[src/rtl/pooling_layer_output_buffer.sv]
// Serial-to-parallel collector: packs OUTPUT_SIZE pooled words into one vector,
// first received word in the MSB slot, early close on in_last with zero fill.
module pooling_layer_output_buffer #(
  parameter int unsigned OUTPUT_SIZE = 3,
  parameter int unsigned DATA_WIDTH  = 32
) (
  input  logic                              clk,
  input  logic                              rst,
  input  logic                              flush,
  input  logic                              in_valid,
  input  logic [DATA_WIDTH-1:0]             in_data,
  input  logic                              in_last,
  output logic                              in_ready,
  output logic                              out_valid,
  output logic [OUTPUT_SIZE*DATA_WIDTH-1:0] out_data,
  input  logic                              out_ready,
  output logic                              out_padded
);

  localparam int unsigned CW = (OUTPUT_SIZE > 1) ? $clog2(OUTPUT_SIZE) : 1;
  localparam int unsigned VW = OUTPUT_SIZE * DATA_WIDTH;

  typedef enum logic {
    COLLECT = 1'b0,
    FULL    = 1'b1
  } state_e;

  state_e          state_q, state_d;
  logic [CW-1:0]   cnt_q, cnt_d;
  logic [VW-1:0]   data_q, data_d;
  logic            padded_q, padded_d;

  // Next-state, slot write and handshake logic
  always_comb begin
    state_d  = state_q;
    cnt_d    = cnt_q;
    data_d   = data_q;
    padded_d = padded_q;
    in_ready = 1'b0;

    if (state_q == COLLECT) begin
      in_ready = !flush;
      if (flush) begin
        cnt_d  = '0;
        data_d = '0;
      end else if (in_valid) begin
        for (int unsigned k = 0; k < OUTPUT_SIZE; k++) begin
          if (cnt_q == CW'(k)) begin
            data_d[(OUTPUT_SIZE-k)*DATA_WIDTH-1 -: DATA_WIDTH] = in_data;
          end
        end
        if (cnt_q == CW'(OUTPUT_SIZE-1)) begin
          state_d  = FULL;
          cnt_d    = '0;
          padded_d = 1'b0;
        end else if (in_last) begin
          // Tail slots were cleared when the previous vector left
          state_d  = FULL;
          cnt_d    = '0;
          padded_d = 1'b1;
        end else begin
          cnt_d = cnt_q + CW'(1);
        end
      end
    end else begin
      in_ready = out_ready;
      if (out_ready) begin
        state_d  = COLLECT;
        data_d   = '0;
        padded_d = 1'b0;
        cnt_d    = '0;
        if (in_valid) begin
          data_d[VW-1 -: DATA_WIDTH] = in_data;
          if (in_last) begin
            state_d  = FULL;
            padded_d = 1'b1;
          end else begin
            cnt_d = CW'(1);
          end
        end
      end
    end
  end

  always_ff @(posedge clk) begin
    if (rst) begin
      state_q  <= COLLECT;
      cnt_q    <= '0;
      data_q   <= '0;
      padded_q <= 1'b0;
    end else begin
      state_q  <= state_d;
      cnt_q    <= cnt_d;
      data_q   <= data_d;
      padded_q <= padded_d;
    end
  end

  assign out_valid  = (state_q == FULL);
  assign out_data   = data_q;
  assign out_padded = padded_q;

endmodule

[config.mk]
export PLATFORM = sky130hd
export DESIGN_NAME = pooling_layer_output_buffer
export DESIGN_NICKNAME = d
export VERILOG_FILES = /design/src/rtl/pooling_layer_output_buffer.sv
export SDC_FILE = /design/constraint.sdc
export NUM_CORES = 1
export LEC_CHECK = 0
export ABC_AREA = 1
export ABC_CLOCK_PERIOD_IN_PS = 1330
export CORE_MARGIN = 8
export CORE_UTILIZATION = 45
export CTS_BUF_LIST = sky130_fd_sc_hd__clkbuf_4
export DETAILED_ROUTE_END_ITERATION = 10
export HOLD_SLACK_MARGIN = 0.08
export PLACE_DENSITY = 0.91
export SYNTH_ARGS = -nofsm -noshare
export SYNTH_HDL_FRONTEND = slang
export SYNTH_SLANG_ARGS = --single-unit
[constraint.sdc]
create_clock -name clk -period 1.33 [get_ports clk]
set_input_delay 0.3325 -clock clk [delete_from_list [all_inputs] [get_ports clk]]
set_output_delay 0.3325 -clock clk [all_outputs]
set_load 0.02 [all_outputs]
==> flow_summary.ini, run 1 <==
[route]
drt_pass1_iterations = 5
post_drt_wl_per_cell_um = 14.1
drc = 0
first_iter_violations = 364
vias = 5127
vias_per_cell = 4.61
ant_nets = 0
drt-total-wl_mm = 15.7

[critical_path]
required_ps = 1740
critPathMaxFanout = 5
start_kind = register
crit_slowest_cell = dfxtp_4
critPathCaptureType = register
cp.depth = 10
critPathArrivalTime_ps = 1950
crit_type = register to register
r2r-start = out_valid
crit_top_cell = buf_6
critical_path.cell_chain = buf_4, buf_6, nand2_4, buf_6, nand3_4, buf_6, buf_12, nand2_1, nand2_1, nor2_1
r2r_cells = 10
slowest_delay_ps = 400
critPathBufInv = 5
crit_path_start = out_valid
cp_top_family = buffers and inverters

[hold_path]
hold_path_class = input port to register
worstHoldStart = in_data[8]
hold_depth = 5

[power]
power.total_w = 0.00835
ir_drop_uv = 697
powerDensity_nw_per_um2 = 1160
p_leak_nw = 3.92

[synth]
yosys-top-cells-count = nand2_1 (274), nor2_1 (168), inv_1 (159), dfxtp_1 (100), nand3_1 (43)
synthDistinctLibCells = 20
ys_ff_latch = 100
synth_fp_nets = 851
synth_area_leaders = dfxtp_1 (41%), nand2_1 (21%), nor2_1 (13%)
synth_ff_type = dfxtp_1
netlist_area_um2 = 4870
synth.most_common_cell = nand2_1
ys_seq_area_frac = 0.411
async_flop_share = 0
yosysTopAreaCell = dfxtp_1
synthCells = 810
synth_top_area_frac = 0.411
synth-edff-count = 0
synth.avg_cell_area_um2 = 6.02
yosys_warnings = 0

[sta]
post-route-min-period_ps = 1540
worst_pin_slew_ps = 284
worst_slack_ps = -210
setup_viol = 99
slew_headroom = 0.809
fmax_mhz = 649
fin_skew_ps = 35.3
period_share = 1.16
drv_slew = 0
hold_viol = 0
rsz0062_at_grt = true

[clock_network]
cts_tree = done
hold_buffers = 0
clkTransAtPathRegs_ps = 190
cts_buffers = 9
ctsHtreeMaxLevel = 3
clkLatencyLatePin_ps = 460
clock_sinks = 100
clockBufferDepth = 2
cts_root_buf = clkbuf_4

[layout]
final_nets = 1007
multi_input_area_um2 = 2260
fillerInstances = 886
layout-drive-gt1-share = 0.304
syn2layout_area_growth_pct = 48.0
utilization = 0.674
diodes = 0
regArea_um2 = 2090

[outcome]
outcome = finished with violations
violations = setup timing

[grt]
grt.total_usage = 0.210
grt_pass1_vias = 4948
grt_start_max_net_pins = 41
antenna_found_initial = 0
overflow = 0
grt_pass1_wl_mm = 24.6

[floorplan]
die_w_um = 120
die_area_um2 = 14400
core-area_um2 = 10700
num_io_pins = 137
rows = 38
fp.dieH_um = 120
initial_core_util = 0.456

[placement]
hpwl_mm = 9.70
routabilityCongestion = 0.878
numPortBuffers = 136

[run]
cap_violations = 0
==> per-layer routing <==
layer	track usage	vias up	wire, um
li1	-	2647	-
met1	0.251	2284	6560
met2	0.354	169	7550
met3	0.0620	27	1270
met4	0.0703	0	289
met5	0	-	0
==> stage by stage <==
step / setup slack [ps] / area (um2) / instances / setup TNS [ps] / hold WS [ps]
2_1_floorplan: 23.8 / 4870 / 810 / 0 / 394
3_3_place_gp: -698 / 6480 / 1072 / -62620 / 495
3_5_place_dp: -767 / 6480 / 1072 / -68630 / 494
4_1_cts: -221 / 6960 / 1112 / -11460 / 490
5_1_grt: -277 / 7210 / 1111 / -20950 / 492
6_report: -210 / 7210 / 1111 / -12850 / 502
==> cell usage in the layout (no fill, tap or decap), drive strengths merged <==
cell type and n:
a21oi 9, a31oi 1, buf 143, bufbuf 2
clkbuf 11, clkdlybuf4s50 36, clkinv 2, clkinvlp 1
dfxtp 100, dlygate4sd2 1, ha 3, inv 165
nand2 276, nand3 46, nand3b 1, nor2 169
o21ai 5
==> cell families after synthesis <==
logic type                 synth area share
and+or+nand+nor                       0.399
DFF                                   0.411
adders and majority gates           0.00770
buffers and inverters                 0.167
AOI/OAI and AO/OA                    0.0157
==> worst min-delay path, cell delays in order <==
cell             delay (ps)
clkdlybuf4s50_1         400
inv_1                    70
a21oi_1                  50
nor2_2                   70
nor2_1                   40
==> report_power, final <==
part           internal, W  total [W]  switching (W)
Sequential         0.00337    0.00358       0.000210
Clock             0.000431    0.00158        0.00115
Combinational      0.00142    0.00318        0.00176
Total              0.00523    0.00835        0.00312
==> final timing paths <==
check / to / slack (ps)
worst min-delay path: out_data[72] / 500
worst max-delay path: out_data[86] / -210
worst max register to register: out_data[86] / -210
worst min register to register: out_data[9] / 520
==> layout make-up <==
type,instances,share of cell area
clock buffers,9,0.00937
clock inverters,7,0.00919
inverters,161,0.0838
multi-input cells,510,0.313
flip-flops and latches,100,0.290
well taps,140,0.0243
repair buffers,184,0.270
==> state kept, by name (all words and copies together), names as in the netlist <==
| signal | cells |
|---|---|
| cnt_q | 2 |
| out_data | 96 |
| out_padded | 1 |
| out_valid | 1 |
==> what timing repair did <==
| item | in CTS | in global routing |
|---|---|---|
| buffers inserted | 15 | 3 |
| pin swaps | 4 | 13 |
| resized for setup | 579 | 112 |
| endpoints found under the setup margin | 196 | 190 |
| gates cloned | 10 | 2 |
Note: power is estimated with default switching activity, not from simulation.
==> run 2, diff against run 1 <==
CTS_BUF_LIST = sky130_fd_sc_hd__clkbuf_8   (was sky130_fd_sc_hd__clkbuf_4)
==> flow_summary.ini, run 2 (synthesized netlist as in run 1, its figures left out) <==
[outcome]
outcome = finished with violations
violations = setup timing

[power]
p_clk_frac = 0.227
ir_drop_uv = 658
sw_frac_of_total = 0.369
intPower_w = 0.00528
p_leak_nw = 3.88
pwr-share-seq = 0.419
powerDensity_nw_per_um2 = 1220
power_switching_w = 0.00309
power_frac_comb = 0.354

[sta]
fmax_mhz = 683
period_share = 1.10
rsz0062_at_grt = true
slew_headroom = 0.845
setup_viol = 98
hold_viol = 0
worst_slack_ps = -134
post-route-min-period_ps = 1460
finalSetupTns_ps = -6610
fin_skew_ps = 19.5
whs_ps = 509
drv_slew = 0
worst_pin_slew_ps = 232

[placement]
hpwl_mm = 9.70
dpl-instance-area_um2 = 6480
numPortBuffers = 136
routabilityCongestion = 0.878

[layout]
final_common_cell = nand2_1
largest_reg_flops = 96
final_nets = 1008
final_design_area_no_fill_um2 = 6870
diodes = 0
syn2layout_area_growth_pct = 40.9
layout-drive-gt1-share = 0.219
utilization = 0.642
layout_common_cells = nand2_1 (262), inv_1 (155), nor2_1 (149), dfxtp_1 (97), buf_2 (91)

[hold_path]
hold_depth = 4
worstHoldStart = out_data[45]
hold_path_class = register to register
hold_path_end = out_data[45]

[grt]
grt_start_max_net_pins = 41
grt_pass1_vias = 4828
grt.total_usage = 0.205
antenna_found_initial = 1
overflow = 0
grt_pass1_wl_mm = 23.9

[floorplan]
rows = 38
num_io_pins = 137
core-area_um2 = 10700
die_w_um = 120
die_area_um2 = 14400
fp.dieH_um = 120
initial_core_util = 0.456

[critical_path]
critPathCaptureType = output port
required_ps = 1000
r2r-start = out_valid
r2r_cells = 9
critPathMaxFanout = 4
start_kind = register
critPathArrivalTime_ps = 1130
reg2reg_slack_ps = -120
r2r-end = out_data[94]
crit_type = register to output port

[clock_network]
clock_sinks = 100
hold_buffers = 0
clkTransAtPathRegs_ps = 110
clkLatencyLatePin_ps = 370
cts_root_buf = clkbuf_8
cts_buffers = 9
clockBufferDepth = 2
ctsHtreeMaxLevel = 3
cts_tree = done

[route]
ant_nets = 0
drc = 0
post_drt_wl_per_cell_um = 14.2
first_iter_violations = 296
vias_per_cell = 4.62
vias = 5136
drt-total-wl_mm = 15.8
drt_pass1_iterations = 5

[run]
cap_violations = 0
-- run 2: routing by layer --
layer | global-route usage | up-vias | routed length (um)
met5 | 0 | - | 8
met4 | 0.0781 | 2 | 346
met3 | 0.0629 | 32 | 1420
met2 | 0.345 | 196 | 7490
met1 | 0.240 | 2264 | 6510
li1 | - | 2642 | -
-- run 2: final cells by class --
type	instances	area (um2)
inverters	161	609
repair buffers	185	1650
clock inverters	7	66.3
multi-input cells	510	2230
fillers	932	3830
flip-flops and latches	100	2010
clock buffers	9	124
well taps	140	175
-- run 2: power groups by stage --
stage,clock network (W),logic (W),registers (W)
3_3_place_gp,0,0.00267,0.00356
5_1_grt,0.00207,0.00326,0.00354
2_1_floorplan,0,0.00118,0.00395
4_1_cts,0.00194,0.00288,0.00350
6_report,0.00190,0.00297,0.00351
3_5_place_dp,0,0.00271,0.00357
-- run 2: metrics by stage --
stage	std cells	total power [W]	setup slack [ps]
after floorplan	810	0.00514	23.8
after global placement	1072	0.00623	-698
after detailed placement	1072	0.00628	-767
after CTS	1103	0.00832	-136
after global routing	1112	0.00887	-198
final	1112	0.00837	-134
-- run 2: how the worst max path moves through the flow --
stage,end,startpoint,slack (ps),depth (start not counted)
final,in_ready,out_valid,-130,4
after global routing,out_data[1],out_valid,-200,8
after global placement,in_ready,out_ready,-700,4
after CTS,out_valid,out_valid,-140,1
after detailed placement,out_data[3],flush,-770,9
after floorplan,out_data[25],cnt_q[0],20,9
-- run 2: repair_timing --
action | CTS | global route
buffers inserted | 9 | 5
pin swaps | 4 | 8
cloned | 7 | 5
endpoints found under the setup margin | 195 | 140
resized for setup | 395 | 70
hold endpoints to repair | 0 | 0
-- run 2: critical path, cell delays in order (launching register included) --
cell and delay, ps:
dfxtp_4 390, nor2_4 120, inv_2 70, nand2_4 70
buf_6 120
==> run 3, diff against run 2 <==
HOLD_SLACK_MARGIN = 0.12   (was 0.08)
==> results of run 3 <==
Same layout as run 2: the final DEF is identical, and so are final timing and power.
